[config.mk]
export PLATFORM = sky130hd
export DESIGN_NAME = vec_load_unit
export DESIGN_NICKNAME = d
export VERILOG_FILES = /design/src/rtl/vec_load_unit.sv
export SDC_FILE = /design/constraint.sdc
export NUM_CORES = 1
export LEC_CHECK = 0
export CAP_MARGIN = 20
export CELL_PAD_IN_SITES_DETAIL_PLACEMENT = 1
export CELL_PAD_IN_SITES_GLOBAL_PLACEMENT = 1
export CORE_MARGIN = 3
export CORE_UTILIZATION = 35
export DETAILED_ROUTE_END_ITERATION = 10
export GPL_ROUTABILITY_DRIVEN = 0
export PLACE_DENSITY_LB_ADDON = 0.08
export SYNTH_ARGS = -nofsm -noshare
export SYNTH_HDL_FRONTEND = slang
export SYNTH_SLANG_ARGS = --single-unit
export TNS_END_PERCENT = 1
[constraint.sdc]
create_clock -name clk -period 2.4 [get_ports clk]
set_input_delay 0.48 -clock clk [delete_from_list [all_inputs] [get_ports clk]]
set_output_delay 0.48 -clock clk [all_outputs]
set_load 0.05 [all_outputs]
[src/rtl/vec_load_unit.sv]
// ============================================================================
// vec_load_unit : gathers LANES bytes into one vector and writes it to the VRF.
// Optional macro VLOAD_TIMEOUT_EN adds a per-element WAIT timeout. Rev 1.0
// ============================================================================
`default_nettype none

module vec_load_unit #(
  parameter int DATA_WIDTH     = 8,
  parameter int LANES          = 4,
  parameter int REG_ADDR_WIDTH = 3,
  parameter int MEM_ADDR_WIDTH = 16,
  parameter int TIMEOUT        = 15
) (
  input  logic                             clk,
  input  logic                             reset,
  input  logic                             start,
  input  logic [MEM_ADDR_WIDTH-1:0]        baseAddr,
  input  logic [REG_ADDR_WIDTH-1:0]        destReg,
  output logic                             busy,
  output logic                             done,
  output logic                             err,
  output logic                             memRdEn,
  output logic [MEM_ADDR_WIDTH-1:0]        memAddr,
  input  logic [DATA_WIDTH-1:0]            memRdData,
  input  logic                             memRdValid,
  output logic                             regWrEn,
  output logic [REG_ADDR_WIDTH-1:0]        regToWrite,
  output logic [LANES*DATA_WIDTH-1:0]      regWriteData
);

  localparam int IDX_W = (LANES > 1) ? $clog2(LANES) : 1;

  typedef enum logic [1:0] {S_IDLE, S_REQ, S_WAIT, S_WRITE} state_t;

  state_t                          state_q, state_d;
  logic [MEM_ADDR_WIDTH-1:0]       base_q, base_d;
  logic [REG_ADDR_WIDTH-1:0]       dest_q, dest_d;
  logic [IDX_W-1:0]                idx_q, idx_d;
  logic [LANES*DATA_WIDTH-1:0]     vbuf_q, vbuf_d;

`ifdef VLOAD_TIMEOUT_EN
  localparam int TMO_W = $clog2(TIMEOUT + 1);
  logic [TMO_W-1:0]                tmo_q, tmo_d;
  logic                            timeout_w;

  assign timeout_w = (state_q == S_WAIT) && !memRdValid &&
                     (tmo_q == TMO_W'(TIMEOUT - 1));
`endif

  always_comb begin
    state_d = state_q;
    base_d  = base_q;
    dest_d  = dest_q;
    idx_d   = idx_q;
    vbuf_d  = vbuf_q;
`ifdef VLOAD_TIMEOUT_EN
    tmo_d   = tmo_q;
`endif
    case (state_q)
      S_IDLE: begin
        if (start) begin
          base_d  = baseAddr;
          dest_d  = destReg;
          idx_d   = '0;
          vbuf_d  = '0;
          state_d = S_REQ;
        end
      end
      S_REQ: begin
`ifdef VLOAD_TIMEOUT_EN
        tmo_d   = '0;
`endif
        state_d = S_WAIT;
      end
      S_WAIT: begin
        if (memRdValid) begin
          // first fetched byte lands in the most significant element
          vbuf_d[(LANES - 1 - int'(idx_q)) * DATA_WIDTH +: DATA_WIDTH] = memRdData;
          if (idx_q == IDX_W'(LANES - 1)) begin
            state_d = S_WRITE;
          end else begin
            idx_d   = idx_q + 1'b1;
            state_d = S_REQ;
          end
        end
`ifdef VLOAD_TIMEOUT_EN
        else if (timeout_w) begin
          state_d = S_IDLE;
        end else begin
          tmo_d = tmo_q + 1'b1;
        end
`endif
      end
      S_WRITE: state_d = S_IDLE;
      default: state_d = S_IDLE;
    endcase
  end

  always_ff @(posedge clk or negedge reset) begin
    if (!reset) begin
      state_q <= S_IDLE;
      base_q  <= '0;
      dest_q  <= '0;
      idx_q   <= '0;
      vbuf_q  <= '0;
`ifdef VLOAD_TIMEOUT_EN
      tmo_q   <= '0;
`endif
    end else begin
      state_q <= state_d;
      base_q  <= base_d;
      dest_q  <= dest_d;
      idx_q   <= idx_d;
      vbuf_q  <= vbuf_d;
`ifdef VLOAD_TIMEOUT_EN
      tmo_q   <= tmo_d;
`endif
    end
  end

  assign busy         = (state_q != S_IDLE);
  assign memRdEn      = (state_q == S_REQ);
  assign memAddr      = (state_q == S_REQ) ? (base_q + MEM_ADDR_WIDTH'(idx_q)) : '0;
  assign regWrEn      = (state_q == S_WRITE);
  assign done         = (state_q == S_WRITE);
  assign regToWrite   = (state_q == S_WRITE) ? dest_q : '0;
  assign regWriteData = vbuf_q;

`ifdef VLOAD_TIMEOUT_EN
  assign err = timeout_w;
`else
  assign err = 1'b0;
`endif

endmodule

`default_nettype wire

=== Word level (Yosys, flattened, before mapping) ===
Cells that the tools add are included.

* Flip-flop bits (word level): 55
* Word-level logic and storage cells: 39
* Output and inout bits: 56
* Input bits: 31

* Mux-type cells: 14
* Shift operators: 2
* Reduce and logical (&&, ||, !) cells: 7
* Add/subtract/negate cells: 4
* Eq/ne operators: 7

{| class="wikitable"
|+ Operator list
! cell !! number
|-
| $mux W32 || 2
|-
| $pmux W32 S2 || 1
|-
| $neg A6 Y33 || 1
|-
| $shift A8 B33 Y32 const A || 1
|-
| $shiftx A8 B33 Y32 || 1
|-
| $bwmux W32 || 1
|-
| $add A16 B2 Y16 || 1
|-
| $mux W16 || 1
|-
| $mux W2 || 6
|-
| $pmux W2 S4 || 1
|-
| $eq A2 B2 Y1 const B || 3
|-
| $ne A2 B2 Y1 const B || 3
|-
| $pmux W2 S2 || 1
|-
| $reduce_and A2 Y1 || 2
|-
| $reduce_and A4 Y1 || 1
|-
| $reduce_bool A2 Y1 || 2
|-
| $mux W3 || 1
|-
| $reduce_and A3 Y1 || 1
|-
| $sub A2 B2 Y3 const A || 1
|-
| $add A2 B1 Y2 const B || 1
|-
| $eq A2 B1 Y1 const B || 1
|-
| $logic_not A2 Y1 || 1
|}

=== Depth between registers and ports, before layout ===
Gate-level depths: netlist of the first run.

* Word-level depth: 6
* Depth in mapped cells: 8
* Mapped depth without buffers: 6

=== Least setup slack after synthesis of the first run ===
No wires, ideal clock.

* Path kind: flip-flop to output port
* Start point: register idx_q[0]
* End point: output port memAddr[12]
* Setup slack: -481 ps
* Required time: 1920 ps
* Path buffers: 0
* Data arrival time: 2401 ps
* Stages on the path, launching flop included: 7
* Cells stage by stage: dfrtp_1 ha_1 fa_1 nand3_2 or2_1 or3_1 a21oi_1

* Cells in the longest elaborated chain, start to end: 2

{| class="wikitable"
|+ Ends and longest elaborated chain
! element !! line !! source
|-
| start, declared || 38 || <nowiki>logic [IDX_W-1:0] idx_q, idx_d;</nowiki>
|-
| start signal, assigned || 113 || <nowiki>idx_q <= idx_d;</nowiki>
|-
| $add A16 B2 Y16 || 123 || <nowiki>assign memAddr = (state_q == S_REQ) ? (base_q + MEM_ADDR_WIDTH'(idx_q)) : '0;</nowiki>
|-
| $mux W16 || 123 ||
|-
| end, declared || 23 || <nowiki>output logic [MEM_ADDR_WIDTH-1:0] memAddr,</nowiki>
|}

Every way passes these cells.

=== Final worst setup path of the first run ===
* Start point: register base_q[1]
* End point: output port memAddr[13]

* Cells in the longest elaborated chain, start to end: 2

{| class="wikitable"
|+ Ends and longest elaborated chain
! element !! line !! source
|-
| start, declared || 36 || <nowiki>logic [MEM_ADDR_WIDTH-1:0] base_q, base_d;</nowiki>
|-
| start signal, assigned || 111 || <nowiki>base_q <= base_d;</nowiki>
|-
| $add A16 B2 Y16 || 123 ||
|-
| $mux W16 || 123 ||
|}

Every way passes these cells.

==> metrics.txt, run 1 <==
# TYPE chip_impl_metric gauge
chip_impl_info{name="result_of_the_run",value="finished, violations left"} 1
chip_impl_info{name="violations_in_the_final_reports",value="setup timing"} 1
chip_impl_info{name="cts_tree",value="built"} 1
chip_impl_metric{name="cts.path.max_buffers",unit=""} 2
chip_impl_metric{name="peakVddDrop",unit="mV"} 0.652
chip_impl_metric{name="tritoncts_num_sinks",unit=""} 55
chip_impl_metric{name="max_slew_margin",unit="%"} 63.4
chip_impl_metric{name="core_area",unit="sq mm"} 0.00729
chip_impl_metric{name="htree_levels",unit=""} 2
chip_impl_metric{name="grt_start_max_net_pins",unit=""} 28
chip_impl_metric{name="crit_fanout",unit=""} 4
chip_impl_info{name="layout_commonest_cell",value="clkdlybuf4s50_1"} 1
chip_impl_metric{name="drt-vias-per-instance",unit=""} 5.14
chip_impl_info{name="root_buffer",value="clkbuf_8"} 1
chip_impl_metric{name="layoutNonFillerInstCount",unit=""} 419
chip_impl_metric{name="dr_total_vias",unit=""} 2155
chip_impl_metric{name="timing.setup.tns",unit="ns"} -0.711
chip_impl_metric{name="area_growth_syn_to_layout",unit="%"} 50.2
chip_impl_metric{name="share_of_synthesized_cell_area_in_full_adder_half_adder_and_majority_cells",unit="%"} 4.06
chip_impl_metric{name="initial_drc_count",unit=""} 63
chip_impl_metric{name="die_height",unit="um"} 93.0
chip_impl_metric{name="worst-path-buf-inv",unit=""} 1
chip_impl_metric{name="post_synth_mux_area_share",unit="%"} 7.65
chip_impl_metric{name="post-route-period-util",unit="%"} 105
chip_impl_metric{name="nets_in_the_synthesized_netlist",unit=""} 261
chip_impl_metric{name="num-nets-final",unit=""} 358
chip_impl_metric{name="synth.avg_cell_area",unit="sq um"} 11.9
chip_impl_metric{name="report.final.setup_viol",unit=""} 10
chip_impl_metric{name="max-cap-violations",unit=""} 0
chip_impl_metric{name="final_critical_path_setup_slack",unit="ns"} -0.131
chip_impl_metric{name="grt_util_all_layers",unit="%"} 17.6
chip_impl_metric{name="wl_per_cell",unit="um"} 17.6
chip_impl_metric{name="start_util",unit="%"} 36.3
chip_impl_info{name="rsz0062_at_grt",value="yes"} 1
chip_impl_metric{name="die-width",unit="um"} 93.0
chip_impl_info{name="layout_common_cells",value="clkdlybuf4s50_1 (62), dfrtp_1 (55), a22o_1 (34)"} 1
chip_impl_metric{name="fmax",unit="MHz"} 395
chip_impl_metric{name="ratio_of_total_power_to_cell_area",unit="mW/mm^2"} 1110
chip_impl_metric{name="placed_cells",unit=""} 409
chip_impl_metric{name="number_of_antenna_violations_at_the_first_check_in_global_routing",unit=""} 0
chip_impl_info{name="largest_delay_contributor_family_on_the_critical_path",value="simple AND/OR/NAND/NOR gates"} 1
chip_impl_metric{name="hold_slack",unit="ns"} 0.485
chip_impl_metric{name="synth_enable_flop_cells",unit=""} 0
chip_impl_metric{name="synth-simple-area-share",unit="%"} 14.2
chip_impl_metric{name="place.port_buffers",unit=""} 85
chip_impl_metric{name="row_count",unit=""} 31
chip_impl_metric{name="timing.critical_path.arrival",unit="ns"} 2.05
chip_impl_metric{name="grt_pass1_wl",unit="um"} 12000
chip_impl_info{name="most_common_flop_cell_mapped_by_yosys",value="dfrtp_1"} 1
chip_impl_metric{name="ys_ff_latch",unit=""} 55
chip_impl_metric{name="synth_compound_gate_area_share",unit="%"} 14.6
chip_impl_metric{name="dp_hpwl",unit="um"} 5640
chip_impl_metric{name="finClkSkew",unit="ns"} 0.00688
chip_impl_metric{name="finish.utilization",unit="%"} 54.6
chip_impl_info{name="worstPathCellList",value="ha_1, a21o_1, nand3_1, or3_1, a21oi_2, buf_12"} 1
chip_impl_metric{name="seq_area_frac_synth",unit="%"} 51.9
chip_impl_info{name="cpMaxStageDelayCell",value="dfrtp_1"} 1
chip_impl_metric{name="detailed_place.area",unit="sq mm"} 0.00380
chip_impl_info{name="worstSetupStartpointType",value="register"} 1
chip_impl_metric{name="layout_cells_sized_above_1",unit="%"} 25.9
chip_impl_metric{name="post-route-cell-area",unit="sq mm"} 0.00398
chip_impl_metric{name="netlist_instances",unit=""} 222
chip_impl_metric{name="critical-path-max-stage-delay",unit="ns"} 0.43
chip_impl_metric{name="final-max-slew-violation-count",unit=""} 0
chip_impl_info{name="endpoint_kind",value="output pin"} 1
chip_impl_metric{name="synthDistinctLibCells",unit=""} 40
chip_impl_metric{name="globalRouteOverflowTotal",unit=""} 0
chip_impl_metric{name="yosys_warnings",unit=""} 0
chip_impl_info{name="timing.setup.critical_path_class",value="reg2out"} 1
chip_impl_metric{name="drt-total-wl",unit="um"} 7380
chip_impl_metric{name="slew_worst_pin",unit="ns"} 0.548
chip_impl_metric{name="leakage",unit="nW"} 1.72
chip_impl_metric{name="ioPinCount",unit=""} 87
chip_impl_metric{name="grt_pass1_vias",unit=""} 2361
chip_impl_metric{name="dr.pass1.iters",unit=""} 4
chip_impl_metric{name="async_flop_share",unit="%"} 100
chip_impl_metric{name="timing.final.crit_period",unit="ns"} 2.53
chip_impl_metric{name="cell_area_after_synthesis",unit="sq mm"} 0.00265
chip_impl_metric{name="drc_errors",unit=""} 0
chip_impl_metric{name="clk-insertion-delay-late",unit="ns"} 0.30
chip_impl_metric{name="power.total",unit="mW"} 4.41
chip_impl_metric{name="dieArea",unit="sq mm"} 0.00865
chip_impl_metric{name="insertedDiodeCount",unit=""} 0
chip_impl_metric{name="preCtsSetupSlack",unit="ns"} 0.0706
chip_impl_metric{name="cts.clk_slew.worst_paths",unit="ns"} 0.09
chip_impl_info{name="min-delay-path-class",value="in2async"} 1
chip_impl_metric{name="timing.critical_path.required",unit="ns"} 1.92
chip_impl_metric{name="share_of_the_synthesized_netlist_area_taken_by_xor_and_xnor_gates",unit="%"} 3.64
chip_impl_info{name="synth_top_family_by_area",value="compound AO/OA/AOI/OAI gates"} 1
chip_impl_metric{name="ant_nets",unit=""} 0
chip_impl_metric{name="hold_viol_final",unit=""} 0
chip_impl_metric{name="tritoncts.num_buffers",unit=""} 5
## worst paths after layout
check	from	endpoint	slack, ns	depth (start not counted)
min in group clk	regWriteData[24]$_DFFE_PN0P_	regWriteData[24]$_DFFE_PN0P_	0.51	1
max in group asynchronous	reset	base_q[8]$_DFFE_PN0P_	1.39	3
min	reset	dest_q[0]$_DFFE_PN0P_	0.49	2
max	base_q[1]$_DFFE_PN0P_	memAddr[13]	-0.13	6
max reg2reg	idx_q[0]$_DFFE_PN0P_	regWriteData[10]$_DFFE_PN0P_	0.22	7
min reg2reg	regWriteData[24]$_DFFE_PN0P_	regWriteData[24]$_DFFE_PN0P_	0.51	1
## registers in the layout (all words and copies together), names as in the netlist
register and count:
idx_q 2, base_q 16, state_q 2, regWriteData 32, dest_q 3
## routing by layer
layer	GRT usage (%)	share of wire (%)
met5	0	0
met2	31.1	51
met3	4.34	6.1
met1	22.0	42
met4	3.30	0.81
## where the power goes
group	leakage, nW	total, mW	internal (mW)	switching, mW
registers	0.721	1.43	1.17	0.264
logic	0.959	2.47	1.06	1.41
clock network	0.0412	0.500	0.205	0.295
## cells in the mapped netlist (3+ instances only)
cell type,n,area [sq um]
dfrtp_1,55,1380
a22o_1,34,298
mux2_2,16,180
nor2_1,12,45.0
nand3_1,10,50.1
ha_1,7,87.6
nand2_1,7,26.3
xor2_1,7,61.3
inv_1,6,22.5
a21o_1,5,37.5
buf_2,5,25.0
buf_4,5,37.5
and2_1,4,25.0
and3_1,4,25.0
nand4_1,4,25.0
nor3_1,4,20.0
o21ai_0,4,20.0
xnor2_1,4,35.0
a21oi_1,3,15.0
## timing repair
action	4_1_cts	5_1_grt
pin swaps	7	4
gates resized for setup	11	7
gates cloned	0	0
setup buffers	1	0
hold buffers	1	0
endpoints found under the hold margin	1	0
endpoints found under the setup margin	12	14
## area by class of cell
type / count / area, sq um
fill: 784 / 3310
timing repair buffer: 102 / 1120
inverter: 6 / 22.5
sequential: 55 / 1380
clock inverter: 2 / 12.5
multi-input combinational: 149 / 1260
clock buffer: 6 / 72.6
tap: 99 / 124
## cell families after synthesis
kind of cell               Yosys count
AOI/OAI and AO/OA                   48
xor gates and xnor gates            11
adders and majority gates            8
buffers and inverters               18
DFF                                 55
muxes                               18
other                                1
and+or+nand+nor                     63
No activity file was read; power rests on OpenSTA's default activity.
==> inputs of run 2 (changes only) <==
- REMOVE_ABC_BUFFERS: default -> 1
==> run 2 against run 1 <==
Net effect:
- highest routed layer unchanged
- total power grew 0.80%
- via count shrank 3.0%
- fmax shrank 2.1%
- non-clock buffer count shrank 1
- critical path depth grew 1
- clock skew grew 0.0066 ns
- wire length shrank 3.6%
- largest cell class unchanged
- the flow still finishes with violations (setup timing)
- sequential power is essentially flat
==> metrics.txt, run 2 (same netlist as run 1, synthesis figures left out) <==
# TYPE chip_impl_metric gauge
chip_impl_info{name="result_of_the_run",value="finished, violations left"} 1
chip_impl_info{name="violations_in_the_final_reports",value="setup timing"} 1
chip_impl_metric{name="comb_power_share",unit="%"} 55.5
chip_impl_metric{name="clock_power_share",unit="%"} 12.6
chip_impl_info{name="cts_tree",value="built"} 1
chip_impl_metric{name="dr.pass1.iters",unit=""} 4
chip_impl_info{name="layout_commonest_cell",value="clkdlybuf4s50_1"} 1
chip_impl_metric{name="peakVddDrop",unit="mV"} 0.414
chip_impl_metric{name="fmax",unit="MHz"} 387
chip_impl_metric{name="cts_hold_buf",unit=""} 0
chip_impl_metric{name="dieArea",unit="sq mm"} 0.00865
chip_impl_metric{name="core_area",unit="sq mm"} 0.00729
chip_impl_metric{name="drt-total-wl",unit="um"} 7110
chip_impl_info{name="rsz0062_at_grt",value="yes"} 1
chip_impl_metric{name="final-max-slew-violation-count",unit=""} 0
chip_impl_metric{name="hold_viol_final",unit=""} 0
chip_impl_metric{name="drt-vias-per-instance",unit=""} 5.00
chip_impl_metric{name="area_growth_syn_to_layout",unit="%"} 49.3
chip_impl_metric{name="tritoncts_num_sinks",unit=""} 55
chip_impl_metric{name="slew_worst_pin",unit="ns"} 0.689
chip_impl_metric{name="dr_total_vias",unit=""} 2091
chip_impl_metric{name="cts.path.max_buffers",unit=""} 2
chip_impl_metric{name="ratio_of_total_power_to_cell_area",unit="mW/mm^2"} 1120
chip_impl_metric{name="largest_reg_flops",unit=""} 32
chip_impl_metric{name="num-nets-final",unit=""} 357
chip_impl_metric{name="cts.clk_slew.worst_paths",unit="ns"} 0.10
chip_impl_metric{name="timing.critical_path.required",unit="ns"} 1.92
chip_impl_metric{name="grt_pass1_wl",unit="um"} 11600
chip_impl_metric{name="drc_errors",unit=""} 0
chip_impl_metric{name="net-switching-power",unit="mW"} 1.98
chip_impl_metric{name="tritoncts.num_buffers",unit=""} 5
chip_impl_info{name="root_buffer",value="clkbuf_8"} 1
chip_impl_metric{name="start_util",unit="%"} 36.3
chip_impl_metric{name="grt_start_max_net_pins",unit=""} 56
chip_impl_metric{name="ioPinCount",unit=""} 87
chip_impl_metric{name="initial_drc_count",unit=""} 77
chip_impl_metric{name="ant_nets",unit=""} 0
chip_impl_info{name="endpoint_kind",value="output pin"} 1
chip_impl_metric{name="place.port_buffers",unit=""} 85
chip_impl_metric{name="layout_cells_sized_above_1",unit="%"} 23.8
chip_impl_metric{name="share_seq_of_total_power",unit="%"} 31.9
chip_impl_info{name="layout_common_cells",value="clkdlybuf4s50_1 (62), dfrtp_1 (55), a22o_1 (34)"} 1
chip_impl_metric{name="grt_pass1_vias",unit=""} 2264
chip_impl_metric{name="dp_hpwl",unit="um"} 5240
chip_impl_metric{name="htree_levels",unit=""} 2
chip_impl_metric{name="max_slew_margin",unit="%"} 54.0
chip_impl_metric{name="post-route-period-util",unit="%"} 108
chip_impl_metric{name="final_critical_path_setup_slack",unit="ns"} -0.187
chip_impl_metric{name="leakage",unit="nW"} 1.72
chip_impl_info{name="timing.setup.critical_path_class",value="reg2out"} 1
chip_impl_metric{name="crit_fanout",unit=""} 2
chip_impl_metric{name="max-cap-violations",unit=""} 0
chip_impl_metric{name="grt_util_all_layers",unit="%"} 16.9
chip_impl_metric{name="timing.setup.tns",unit="ns"} -0.887
chip_impl_info{name="worstSetupStartpointType",value="register"} 1
chip_impl_metric{name="wl_per_cell",unit="um"} 17.0
chip_impl_metric{name="report.final.setup_viol",unit=""} 11
chip_impl_metric{name="power_switching_share",unit="%"} 44.5
chip_impl_info{name="min-delay-path-class",value="in2async"} 1
chip_impl_metric{name="insertedDiodeCount",unit=""} 0
chip_impl_metric{name="die_height",unit="um"} 93.0
chip_impl_metric{name="globalRouteOverflowTotal",unit=""} 0
chip_impl_metric{name="timing.final.crit_period",unit="ns"} 2.59
chip_impl_metric{name="timing.critical_path.arrival",unit="ns"} 2.11
chip_impl_metric{name="internal_power",unit="mW"} 2.47
chip_impl_metric{name="row_count",unit=""} 31
chip_impl_metric{name="preCtsSetupSlack",unit="ns"} 0.0404
chip_impl_metric{name="finClkSkew",unit="ns"} 0.0134
chip_impl_metric{name="clk-insertion-delay-late",unit="ns"} 0.32
chip_impl_metric{name="finish.utilization",unit="%"} 54.3
chip_impl_metric{name="number_of_antenna_violations_at_the_first_check_in_global_routing",unit=""} 0
chip_impl_metric{name="die-width",unit="um"} 93.0
-- run 2: cell types whose count changed in the layout (fill, tap and decap cells not counted), moves of 2 or more --
cell	change
nor2_1	+6
nor2_2	-6
buf_12	+2
inv_6	+2
-- run 2: worst paths after layout --
check,start,to,slack [ns],cells past startpoint
hold reg to reg,dest_q[2]$_DFFE_PN0P_,dest_q[2]$_DFFE_PN0P_,0.51,1
setup reg to reg,idx_q[1]$_DFFE_PN0P_,regWriteData[14]$_DFFE_PN0P_,0.29,6
setup / recovery,idx_q[0]$_DFFE_PN0P_,memAddr[12],-0.19,7
min in group clk,dest_q[2]$_DFFE_PN0P_,dest_q[2]$_DFFE_PN0P_,0.51,1
max in group asynchronous,reset,regWriteData[27]$_DFFE_PN0P_,1.65,2
hold / removal,reset,base_q[3]$_DFFE_PN0P_,0.29,2
-- run 2: area by class of cell --
cell class	instances	area, sq um
Fill cell	777	3330
Multi-Input combinational cell	149	1220
Clock inverter	3	28.8
Timing Repair Buffer	101	1110
Sequential cell	55	1380
Inverter	6	22.5
Tap cell	99	124
Clock buffer	5	68.8
-- run 2: routing by layer --
layer / GRT usage, % / wire, um
met4: 3.79 / 59
met1: 23.4 / 3380
met3: 4.42 / 403
met5: 0 / 0
met2: 26.7 / 3270
-- run 2: power groups by stage --
stage	Clock, mW	Sequential [mW]	Combinational [mW]
final	0.558	1.42	2.47
after global routing	0.617	1.46	2.63
after CTS	0.579	1.42	2.47
after detailed placement	0	1.44	2.44
after global placement	0	1.43	2.41
after floorplan	0	1.60	1.20
-- run 2: stage by stage --
step | area (sq um) | instances | hold WS (ns) | power, mW
CTS | 3930 | 417 | 0.312 | 4.47
detailed placement | 3790 | 408 | 0.484 | 3.87
finish | 3960 | 418 | 0.287 | 4.44
global route | 3960 | 418 | 0.338 | 4.70
global placement | 3790 | 408 | 0.482 | 3.83
floorplan | 2570 | 210 | 0.184 | 2.80
-- run 2: worst max-delay path: stages (launching register included) --
cell     delay, ns
dfrtp_1       0.37
ha_2          0.19
fa_2          0.21
nand3_2       0.09
or2_1         0.26
or3_4         0.34
a21oi_4       0.18
buf_12        0.15
-- run 2: repair_timing --
item | in CTS | in global routing
hold endpoints to repair | 0 | 0
pin swaps | 9 | 5
endpoints found under the setup margin | 11 | 23
setup buffers | 1 | 1
resized for setup | 7 | 5
==> inputs of run 3 (changes only) <==
- CAP_MARGIN: 20 -> default
- MAX_ROUTING_LAYER: default -> met4
==> run 3 against run 2 <==
Net effect:
- count of clock-buffer cells in the layout is the same
- wire length grew 0.13%
- clock skew is essentially flat
- utilization is the same
- first-iteration DRC count shrank 9.1%
- critical path depth is the same
- via count shrank 0.19%
- highest routed layer unchanged
- critical endpoint unchanged
- final cell count is the same
- die area is the same
- critical path type unchanged
- register-to-register slack is essentially flat
- the flow still finishes with violations (setup timing)
- non-clock buffer count is the same
==> metrics.txt, run 3 (same netlist as run 1, synthesis figures left out) <==
# TYPE chip_impl_metric gauge
chip_impl_metric{name="tritoncts_num_sinks",unit=""} 55
chip_impl_metric{name="dr_total_vias",unit=""} 2087
chip_impl_metric{name="critical-path-max-stage-delay",unit="ns"} 0.37
chip_impl_metric{name="final_critical_path_setup_slack",unit="ns"} -0.187
chip_impl_metric{name="preCtsSetupSlack",unit="ns"} 0.0404
chip_impl_metric{name="hold_slack",unit="ns"} 0.286
chip_impl_metric{name="max_slew_margin",unit="%"} 54.1
chip_impl_metric{name="post-route-cell-area",unit="sq mm"} 0.00396
chip_impl_metric{name="number_of_antenna_violations_at_the_first_check_in_global_routing",unit=""} 0
chip_impl_metric{name="dp_hpwl",unit="um"} 5240
chip_impl_metric{name="fillCellCount",unit=""} 777
chip_impl_info{name="violations_in_the_final_reports",value="setup timing"} 1
chip_impl_metric{name="insertedDiodeCount",unit=""} 0
chip_impl_metric{name="timing.critical_path.arrival",unit="ns"} 2.11
chip_impl_info{name="root_buffer",value="clkbuf_8"} 1
chip_impl_metric{name="tritoncts.num_buffers",unit=""} 5
chip_impl_metric{name="detailed_place.area",unit="sq mm"} 0.00379
chip_impl_metric{name="dr.pass1.iters",unit=""} 4
chip_impl_info{name="timing.rr.end",value="regWriteData[14]$_DFFE_PN0P_"} 1
chip_impl_metric{name="cts_hold_buf",unit=""} 0
chip_impl_metric{name="post-route-period-util",unit="%"} 108
chip_impl_info{name="worstPathCellList",value="ha_2, fa_2, nand3_2, or2_1, or3_4, a21oi_4, buf_12"} 1
chip_impl_info{name="cts_tree",value="built"} 1
chip_impl_metric{name="report.final.setup_viol",unit=""} 11
chip_impl_metric{name="r2r_setup_slack",unit="ns"} 0.29
chip_impl_metric{name="max-cap-violations",unit=""} 0
chip_impl_metric{name="drt-total-wl",unit="um"} 7120
chip_impl_metric{name="fmax",unit="MHz"} 387
chip_impl_metric{name="htree_levels",unit=""} 2
chip_impl_metric{name="dieArea",unit="sq mm"} 0.00865
chip_impl_metric{name="core_area",unit="sq mm"} 0.00729
chip_impl_info{name="layout_common_cells",value="clkdlybuf4s50_1 (62), dfrtp_1 (55), a22o_1 (34)"} 1
chip_impl_metric{name="timing.critical_path.required",unit="ns"} 1.92
chip_impl_metric{name="cts.clk_slew.worst_paths",unit="ns"} 0.10
chip_impl_metric{name="die-width",unit="um"} 93.0
chip_impl_metric{name="initial_drc_count",unit=""} 70
chip_impl_info{name="endpoint_kind",value="output pin"} 1
chip_impl_metric{name="grt_pass1_vias",unit=""} 2276
chip_impl_metric{name="layoutNonFillerInstCount",unit=""} 418
chip_impl_metric{name="worst-path-buf-inv",unit=""} 1
chip_impl_info{name="cpMaxStageDelayCell",value="dfrtp_1"} 1
chip_impl_info{name="regToRegStartpoint",value="idx_q[1]$_DFFE_PN0P_"} 1
chip_impl_info{name="result_of_the_run",value="finished, violations left"} 1
chip_impl_info{name="timing.critical_path.to",value="memAddr[12]"} 1
chip_impl_metric{name="layout_cells_sized_above_1",unit="%"} 23.8
chip_impl_metric{name="ratio_of_total_power_to_cell_area",unit="mW/mm^2"} 1120
chip_impl_metric{name="row_count",unit=""} 31
chip_impl_info{name="timing.setup.critical_path_class",value="reg2out"} 1
chip_impl_metric{name="wl_per_cell",unit="um"} 17.0
chip_impl_metric{name="crit_fanout",unit=""} 2
chip_impl_metric{name="drt-vias-per-instance",unit=""} 4.99
chip_impl_metric{name="grt_start_max_net_pins",unit=""} 56
chip_impl_metric{name="timing.setup.tns",unit="ns"} -0.899
chip_impl_metric{name="start_util",unit="%"} 36.3
chip_impl_metric{name="ant_nets",unit=""} 0
chip_impl_info{name="critical_path.startpoint",value="idx_q[0]$_DFFE_PN0P_"} 1
chip_impl_info{name="layout_commonest_cell",value="clkdlybuf4s50_1"} 1
chip_impl_metric{name="hold_viol_final",unit=""} 0
chip_impl_metric{name="cts.path.max_buffers",unit=""} 2
chip_impl_metric{name="slew_worst_pin",unit="ns"} 0.689
chip_impl_metric{name="ioPinCount",unit=""} 87
chip_impl_info{name="worstSetupStartpointType",value="register"} 1
chip_impl_metric{name="largest_reg_flops",unit=""} 32
chip_impl_metric{name="timing.reg2reg.worst_path_depth",unit=""} 6
chip_impl_metric{name="final-max-slew-violation-count",unit=""} 0
chip_impl_metric{name="drc_errors",unit=""} 0
chip_impl_metric{name="grt_pass1_wl",unit="um"} 11600
chip_impl_metric{name="place.port_buffers",unit=""} 85
chip_impl_metric{name="timing.critical_path.depth",unit=""} 7
chip_impl_metric{name="clk-insertion-delay-late",unit="ns"} 0.32
chip_impl_metric{name="timing.final.crit_period",unit="ns"} 2.59
chip_impl_info{name="min-delay-path-class",value="in2async"} 1
chip_impl_metric{name="area_growth_syn_to_layout",unit="%"} 49.3
chip_impl_metric{name="finClkSkew",unit="ns"} 0.0139
chip_impl_metric{name="num-nets-final",unit=""} 357
chip_impl_metric{name="placed_cells",unit=""} 408
chip_impl_metric{name="globalRouteOverflowTotal",unit=""} 0
chip_impl_info{name="largest_delay_contributor_family_on_the_critical_path",value="simple AND/OR/NAND/NOR gates"} 1
chip_impl_metric{name="peakVddDrop",unit="mV"} 0.414
chip_impl_metric{name="die_height",unit="um"} 93.0
chip_impl_metric{name="grt_util_all_layers",unit="%"} 17.4
chip_impl_info{name="rsz0062_at_grt",value="yes"} 1
chip_impl_metric{name="leakage",unit="nW"} 1.72
==> run 3: cell counts in the layout (fill, tap and decap cells not counted) <==
No cell type changed its count.
==> run 3: worst min-delay path by stage <==
| stage | from | to | cells after the start |
|---|---|---|---|
| floorplan | reset | base_q[0]$_DFFE_PN0P_ | 0 |
| global placement | dest_q[0]$_DFFE_PN0P_ | dest_q[0]$_DFFE_PN0P_ | 1 |
| detailed placement | regWriteData[4]$_DFFE_PN0P_ | regWriteData[4]$_DFFE_PN0P_ | 1 |
| CTS | reset | base_q[5]$_DFFE_PN0P_ | 2 |
| global route | reset | dest_q[2]$_DFFE_PN0P_ | 2 |
| finish | reset | base_q[3]$_DFFE_PN0P_ | 2 |
==> run 3: report_power, final <==
group / switching, mW / internal, mW / leakage, nW
combinational: 1.39 / 1.08 / 0.950
clock: 0.338 / 0.221 / 0.0511
sequential: 0.249 / 1.17 / 0.721
total: 1.98 / 2.47 / 1.72
==> run 3: cell type report <==
class,instances,area [sq um],area share (%)
Clock buffer,5,68.8,1.74
Clock inverter,3,28.8,0.727
Inverter,6,22.5,0.569
Multi-Input combinational cell,149,1220,30.9
Sequential cell,55,1380,34.8
Tap cell,99,124,3.13
Timing Repair Buffer,101,1110,28.2
==> run 3: routing by layer <==
layer	share of wire (%)	wire length (um)	vias to the layer above	track usage [%]
met3	5.4	384	6	4.26
met4	0.74	53	0	3.79
met1	48	3420	1023	23.3
li1	-	-	993	-
met5	0	0	-	-
met2	46	3270	65	27.0
==> run 3: timing repair <==
item,4_1_cts,5_1_grt
setup buffers,1,1
pin swaps,9,5
endpoints found under the setup margin,11,23
hold endpoints to repair,0,0
resized for setup,7,5
==> run 3: worst reg2reg max path, cell delays in order (launching register included) <==
cell and delay [ns]:
dfrtp_1 0.42, buf_4 0.16, inv_1 0.06, ha_1 0.35, nor4bb_2 0.41, and4b_1 0.45, a22o_1 0.19
==> run 3: metrics by stage <==
stage	utilization (%)	power, mW
finish	54.3	4.45
global route	54.3	4.70
CTS	53.9	4.47
detailed placement	52.0	3.87
global placement	52.0	3.83
floorplan	-	2.80
